`config.mk`:
```
export PLATFORM = sky130hd
export DESIGN_NAME = discrete_source_mixer
export DESIGN_NICKNAME = d
export VERILOG_FILES = /design/src/rtl/discrete_mixer_pkg.sv /design/src/rtl/mixer_saturator.sv /design/src/rtl/discrete_source_mixer.sv
export SDC_FILE = /design/constraint.sdc
export NUM_CORES = 1
export LEC_CHECK = 0
export CORE_MARGIN = 5
export CORE_UTILIZATION = 45
export DETAILED_ROUTE_END_ITERATION = 8
export PLACE_DENSITY = 0.77
export REMOVE_ABC_BUFFERS = 1
export SKIP_LAST_GASP = 1
export SYNTH_ARGS = -nofsm -noshare
export SYNTH_HDL_FRONTEND = slang
export SYNTH_SLANG_ARGS = --single-unit
```
`constraint.sdc`:
```
create_clock -name clk -period 7.3 [get_ports clk]
set_input_delay 1.825 -clock clk [delete_from_list [all_inputs] [get_ports clk]]
set_output_delay 1.825 -clock clk [all_outputs]
set_load 0.005 [all_outputs]
```
`src/rtl/discrete_mixer_pkg.sv`:
```
// Shared types and constants for the discrete source mixer and related audio blocks.
// The accumulator width gives headroom so that a full sum of NUM_SOURCES products never wraps.
package discrete_mixer_pkg;

    localparam int SAMPLE_WIDTH = 16;
    localparam int SAMPLE_MAX   = 32767;
    localparam int SAMPLE_MIN   = -32768;

    typedef enum logic [1:0] {
        IDLE,
        MAC,
        SAT
    } mixer_state_t;

    function automatic int acc_width(input int n, input int gw);
        return SAMPLE_WIDTH + gw + $clog2(n) + 1;
    endfunction

endpackage

```
`src/rtl/mixer_saturator.sv`:
```
// Combinational arithmetic right shift followed by a clamp to a signed 16-bit sample.
// The shift floors toward -infinity; only the shifted value is clamped.
module mixer_saturator
    import discrete_mixer_pkg::*;
#(
    parameter int IN_W  = 27,
    parameter int SHIFT = 7
) (
    input  logic signed [IN_W-1:0]         din,
    output logic signed [SAMPLE_WIDTH-1:0] dout
);

    localparam logic signed [IN_W-1:0] MAX_C = IN_W'(SAMPLE_MAX);
    localparam logic signed [IN_W-1:0] MIN_C = IN_W'(SAMPLE_MIN);

    function automatic logic signed [SAMPLE_WIDTH-1:0] sat16(input logic signed [IN_W-1:0] v);
        if (v > MAX_C) begin
            return SAMPLE_WIDTH'(SAMPLE_MAX);
        end else if (v < MIN_C) begin
            return SAMPLE_WIDTH'(SAMPLE_MIN);
        end
        return v[SAMPLE_WIDTH-1:0];
    endfunction

    logic signed [IN_W-1:0] scaled;

    always_comb begin
        scaled = din >>> SHIFT;
        dout   = sat16(scaled);
    end

endmodule

```
`src/rtl/discrete_source_mixer.sv`:
```
// Time-multiplexed mixer: snapshots all sources on a sample tick, runs one MAC per clock,
// then scales and saturates the sum into a single signed 16-bit output sample.
module discrete_source_mixer
    import discrete_mixer_pkg::*;
#(
    parameter int NUM_SOURCES = 4,
    parameter int GAIN_WIDTH  = 8
) (
    input  logic                                clk,
    input  logic                                reset_n,
    input  logic                                audio_clk_en,
    input  logic [NUM_SOURCES*SAMPLE_WIDTH-1:0] in_samples,
    input  logic [NUM_SOURCES*GAIN_WIDTH-1:0]   gains,
    output logic [SAMPLE_WIDTH-1:0]             out,
    output logic                                out_valid,
    output logic                                busy,
    output logic                                overrun
);

    localparam int ACC_W  = acc_width(NUM_SOURCES, GAIN_WIDTH);
    localparam int IDX_W  = (NUM_SOURCES > 1) ? $clog2(NUM_SOURCES) : 1;
    localparam int PROD_W = SAMPLE_WIDTH + GAIN_WIDTH + 1;
    localparam logic [IDX_W-1:0] LAST_IDX = IDX_W'(NUM_SOURCES - 1);

    mixer_state_t state, state_next;

    logic [IDX_W-1:0]               idx;
    logic signed [ACC_W-1:0]        acc;
    logic signed [SAMPLE_WIDTH-1:0] snap_sample [NUM_SOURCES];
    logic [GAIN_WIDTH-1:0]          snap_gain   [NUM_SOURCES];

    logic start;
    logic drop;

    logic signed [GAIN_WIDTH:0]     cur_gain;
    logic signed [PROD_W-1:0]       cur_prod;
    logic signed [SAMPLE_WIDTH-1:0] sat_out;

    always_ff @(posedge clk or negedge reset_n) begin
        if (!reset_n) begin
            state <= IDLE;
        end else begin
            state <= state_next;
        end
    end

    // Ticks arriving in MAC or SAT (including the SAT->IDLE edge) are dropped, never queued.
    always_comb begin
        state_next = state;
        start      = 1'b0;
        drop       = 1'b0;
        case (state)
            IDLE: begin
                if (audio_clk_en) begin
                    start      = 1'b1;
                    state_next = MAC;
                end
            end
            MAC: begin
                drop = audio_clk_en;
                if (idx == LAST_IDX) begin
                    state_next = SAT;
                end
            end
            SAT: begin
                drop       = audio_clk_en;
                state_next = IDLE;
            end
            default: state_next = IDLE;
        endcase
    end

    // Gain is zero-extended so the multiply stays signed without flipping large gains negative.
    always_comb begin
        cur_gain = signed'({1'b0, snap_gain[idx]});
        cur_prod = snap_sample[idx] * cur_gain;
    end

    mixer_saturator #(
        .IN_W  (ACC_W),
        .SHIFT (GAIN_WIDTH - 1)
    ) u_sat (
        .din  (acc),
        .dout (sat_out)
    );

    always_ff @(posedge clk or negedge reset_n) begin
        if (!reset_n) begin
            idx       <= '0;
            acc       <= '0;
            out       <= '0;
            out_valid <= 1'b0;
            busy      <= 1'b0;
            overrun   <= 1'b0;
            for (int i = 0; i < NUM_SOURCES; i++) begin
                snap_sample[i] <= '0;
                snap_gain[i]   <= '0;
            end
        end else begin
            busy      <= (state_next != IDLE);
            overrun   <= drop;
            out_valid <= (state == SAT);
            if (start) begin
                idx <= '0;
                acc <= '0;
                for (int i = 0; i < NUM_SOURCES; i++) begin
                    snap_sample[i] <= in_samples[SAMPLE_WIDTH*i +: SAMPLE_WIDTH];
                    snap_gain[i]   <= gains[GAIN_WIDTH*i +: GAIN_WIDTH];
                end
            end
            if (state == MAC) begin
                acc <= acc + ACC_W'(cur_prod);
                idx <= (idx == LAST_IDX) ? '0 : idx + 1'b1;
            end
            if (state == SAT) begin
                out <= sat_out;
            end
        end
    end

endmodule

```
==> flow_summary.toml <==
[floorplan]
die_w_microns = 171.9
initial_utilization_pct = 45.53
die_area_sq_um = 29550
boundaryPins = 118
rows = 59
die_h_microns = 171.9
fp.coreArea_sq_um = 25910

[synthesis]
synth-warning-count = 0
ys_seq_elements = 146
yosys.area.top_type = "dfrtp_1"
postSynthAreaPerCell_sq_um = 10.67
synth-async-reset-ratio_pct = 100.0
synth_top_flop_cell = "dfrtp_1"
yosysSeqAreaShare_pct = 30.97
synth.area.top_cells = "dfrtp_1 (31%), fa_1 (22%), mux2_2 (9.3%), ha_1 (6.7%), inv_1 (5.9%)"
ys_types = 57
syn_inst = 1106
netlist_area_sq_um = 11800
synth_top_area_share_pct = 30.97
synth_edf_count = 0

[worst_setup_path]
worst-path-max-fanout = 19
cp-end-kind = "register"
critical_path.startpoint_type = "register"
arrival_ns = 6.84
cp.required_ns = 7.62
crit_type = "register to register"

[placement]
hpwl_microns = 19980
gp_congestion = 0.8893
port_buffers = 117

[finish]
final_cell_mix = "inv_1 (186), dfrtp_1 (145), fa_1 (127)"
layout.nets = 1497
post-route-util_pct = 53.64
drive_above_1_share_pct = 14.17
final_common_cell = "inv_1"
area_growth_pct = 17.82
insertedDiodeCount = 0

[clocking]
h-tree-depth = 4
clk_latency_ns = 0.43
cts_resized = 0
cts_tree = "done"
clock_path_buffers = 2
post_cts_buffers = 0
hold_buffers = 0
numCtsBuffers = 17
clock_sinks = 146
clockRootBuffer = "clkbuf_16"
path_clk_slew_ns = 0.07

[timing]
rsz0062_at_grt = "no"
fin_crit_ns = 6.520
hold_violations = 0
worst_pin_slew_ns = 1.191
fin_crit_sh_pct = 89.31
relSlewSlack_pct = 20.05
fmax_ghz = 0.1534
finalSetupTns_ns = 0
maxSlewViolCount = 0
fin_skew_ns = 0.01585
setup-violations-final = 0

[drt]
num_vias = 8254
dr.pass1.iters = 5
drt_iter0_drc = 455
wl_per_cell_microns = 16.92
postRouteAntennaNets = 0
wirelength_microns = 26330
post_drt_via_cell_ratio = 5.305
drc = 0

[flow_run]
drv_cap = 0

[global_routing]
grt_overflow_total = 0
track_usage_pct = 18.47
antenna_found_initial = 0
grt_pass1_wl_microns = 43290
grt_max_degree = 86
grt_pass1_vias = 8694

[outcome]
status = "finished clean"

[worst_hold_path]
hp-class = "register to register"
==> through the flow <==
step | cells | hold WS, ns | setup WS (ns) | area, sq um
after floorplan | 1063 | 0.4709 | 0.7348 | 11620
after detailed placement | 1524 | 0.4871 | 0.7681 | 13300
after global placement | 1524 | 0.4807 | 0.9129 | 13300
after global routing | 1556 | 0.5138 | 0.4313 | 13900
final | 1556 | 0.4999 | 0.7802 | 13900
after CTS | 1556 | 0.5023 | 0.7595 | 13900
==> final cells by class <==
| type | count | area [sq um] |
|---|---|---|
| sequential | 146 | 3655 |
| fill | 2247 | 12010 |
| clock inverter | 13 | 142.6 |
| tap | 335 | 419.2 |
| timing repair buffer | 126 | 1252 |
| inverter | 186 | 698.2 |
| multi-input combinational | 731 | 7278 |
| clock buffer | 19 | 452.9 |
==> kinds of logic after synthesis <==
kind of cell	after synthesis	share of synthesized area, %
simple gates	279	11.47
flops	146	30.97
buf+inv	229	7.393
fa+ha+maj	190	28.24
xor+xnor	14	1.039
mux	123	14.01
compound gates	125	6.884
==> critical path: stages (launching register included) <==
cell and delay, ns:
dfrtp_2 0.54, buf_12 0.26, mux4_2 0.64, nand2_1 0.19, fa_1 0.56, fa_1 0.71
inv_1 0.10, fa_1 0.51, inv_1 0.05, fa_1 0.46, fa_1 0.48, inv_1 0.04
ha_1 0.39, a21oi_2 0.26, nor2_1 0.10, a2111oi_2 0.49, a21oi_1 0.14, a21oi_1 0.13
a31oi_1 0.05, a32o_1 0.28
==> path summary, 6_finish.rpt <==
path | slack (ns) | to | from | cells after the start
max in group asynchronous | 4.51 | snap_gain[28] | reset_n | 2
setup / recovery | 0.78 | acc[26] | idx[0] | 19
hold / removal | 0.50 | snap_sample[22] | snap_sample[22] | 1
setup reg to reg | 0.78 | acc[26] | idx[0] | 19
hold reg to reg | 0.50 | snap_sample[22] | snap_sample[22] | 1
min in group asynchronous | 1.43 | snap_sample[32] | reset_n | 1
==> synthesized netlist by cell type (2+ instances only) <==
cell	instances
xnor2_1	8
a32oi_1	2
nand3_1	20
dfrtp_1	146
a21o_1	7
a32o_1	2
mux4_2	24
inv_1	186
o21ai_0	27
xor2_1	6
a21oi_1	42
mux2i_1	2
o21ai_1	4
clkbuf_1	35
o31ai_1	3
a211oi_1	7
and2_1	73
o221ai_1	2
nand4_1	7
o21a_1	3
ha_1	63
a31oi_1	2
fa_1	127
mux2_2	97
o211ai_1	9
buf_2	6
nor3_1	5
nand2b_1	3
and3_1	6
nand3b_1	5
nand2_1	108
nor2_1	44
==> state kept, by name, summed over array words and instances (netlist names) <==
name and count:
out_valid 1, overrun 1, idx 2, state 2, busy 1, acc 27, out 16, snap_sample 64
snap_gain 32
==> routing by layer <==
layer | up-vias | track usage [%] | share of wire, %
li1 | 3800 | - | -
met1 | 4216 | 23.74 | 42
met2 | 209 | 32.66 | 52
met3 | 29 | 3.178 | 4.5
met4 | 0 | 4.580 | 1.5
met5 | - | 0 | 0
Power is left out: the tool's default activity adds up to more than one toggle a clock period on the data nets, which glitch-free logic cannot reach.
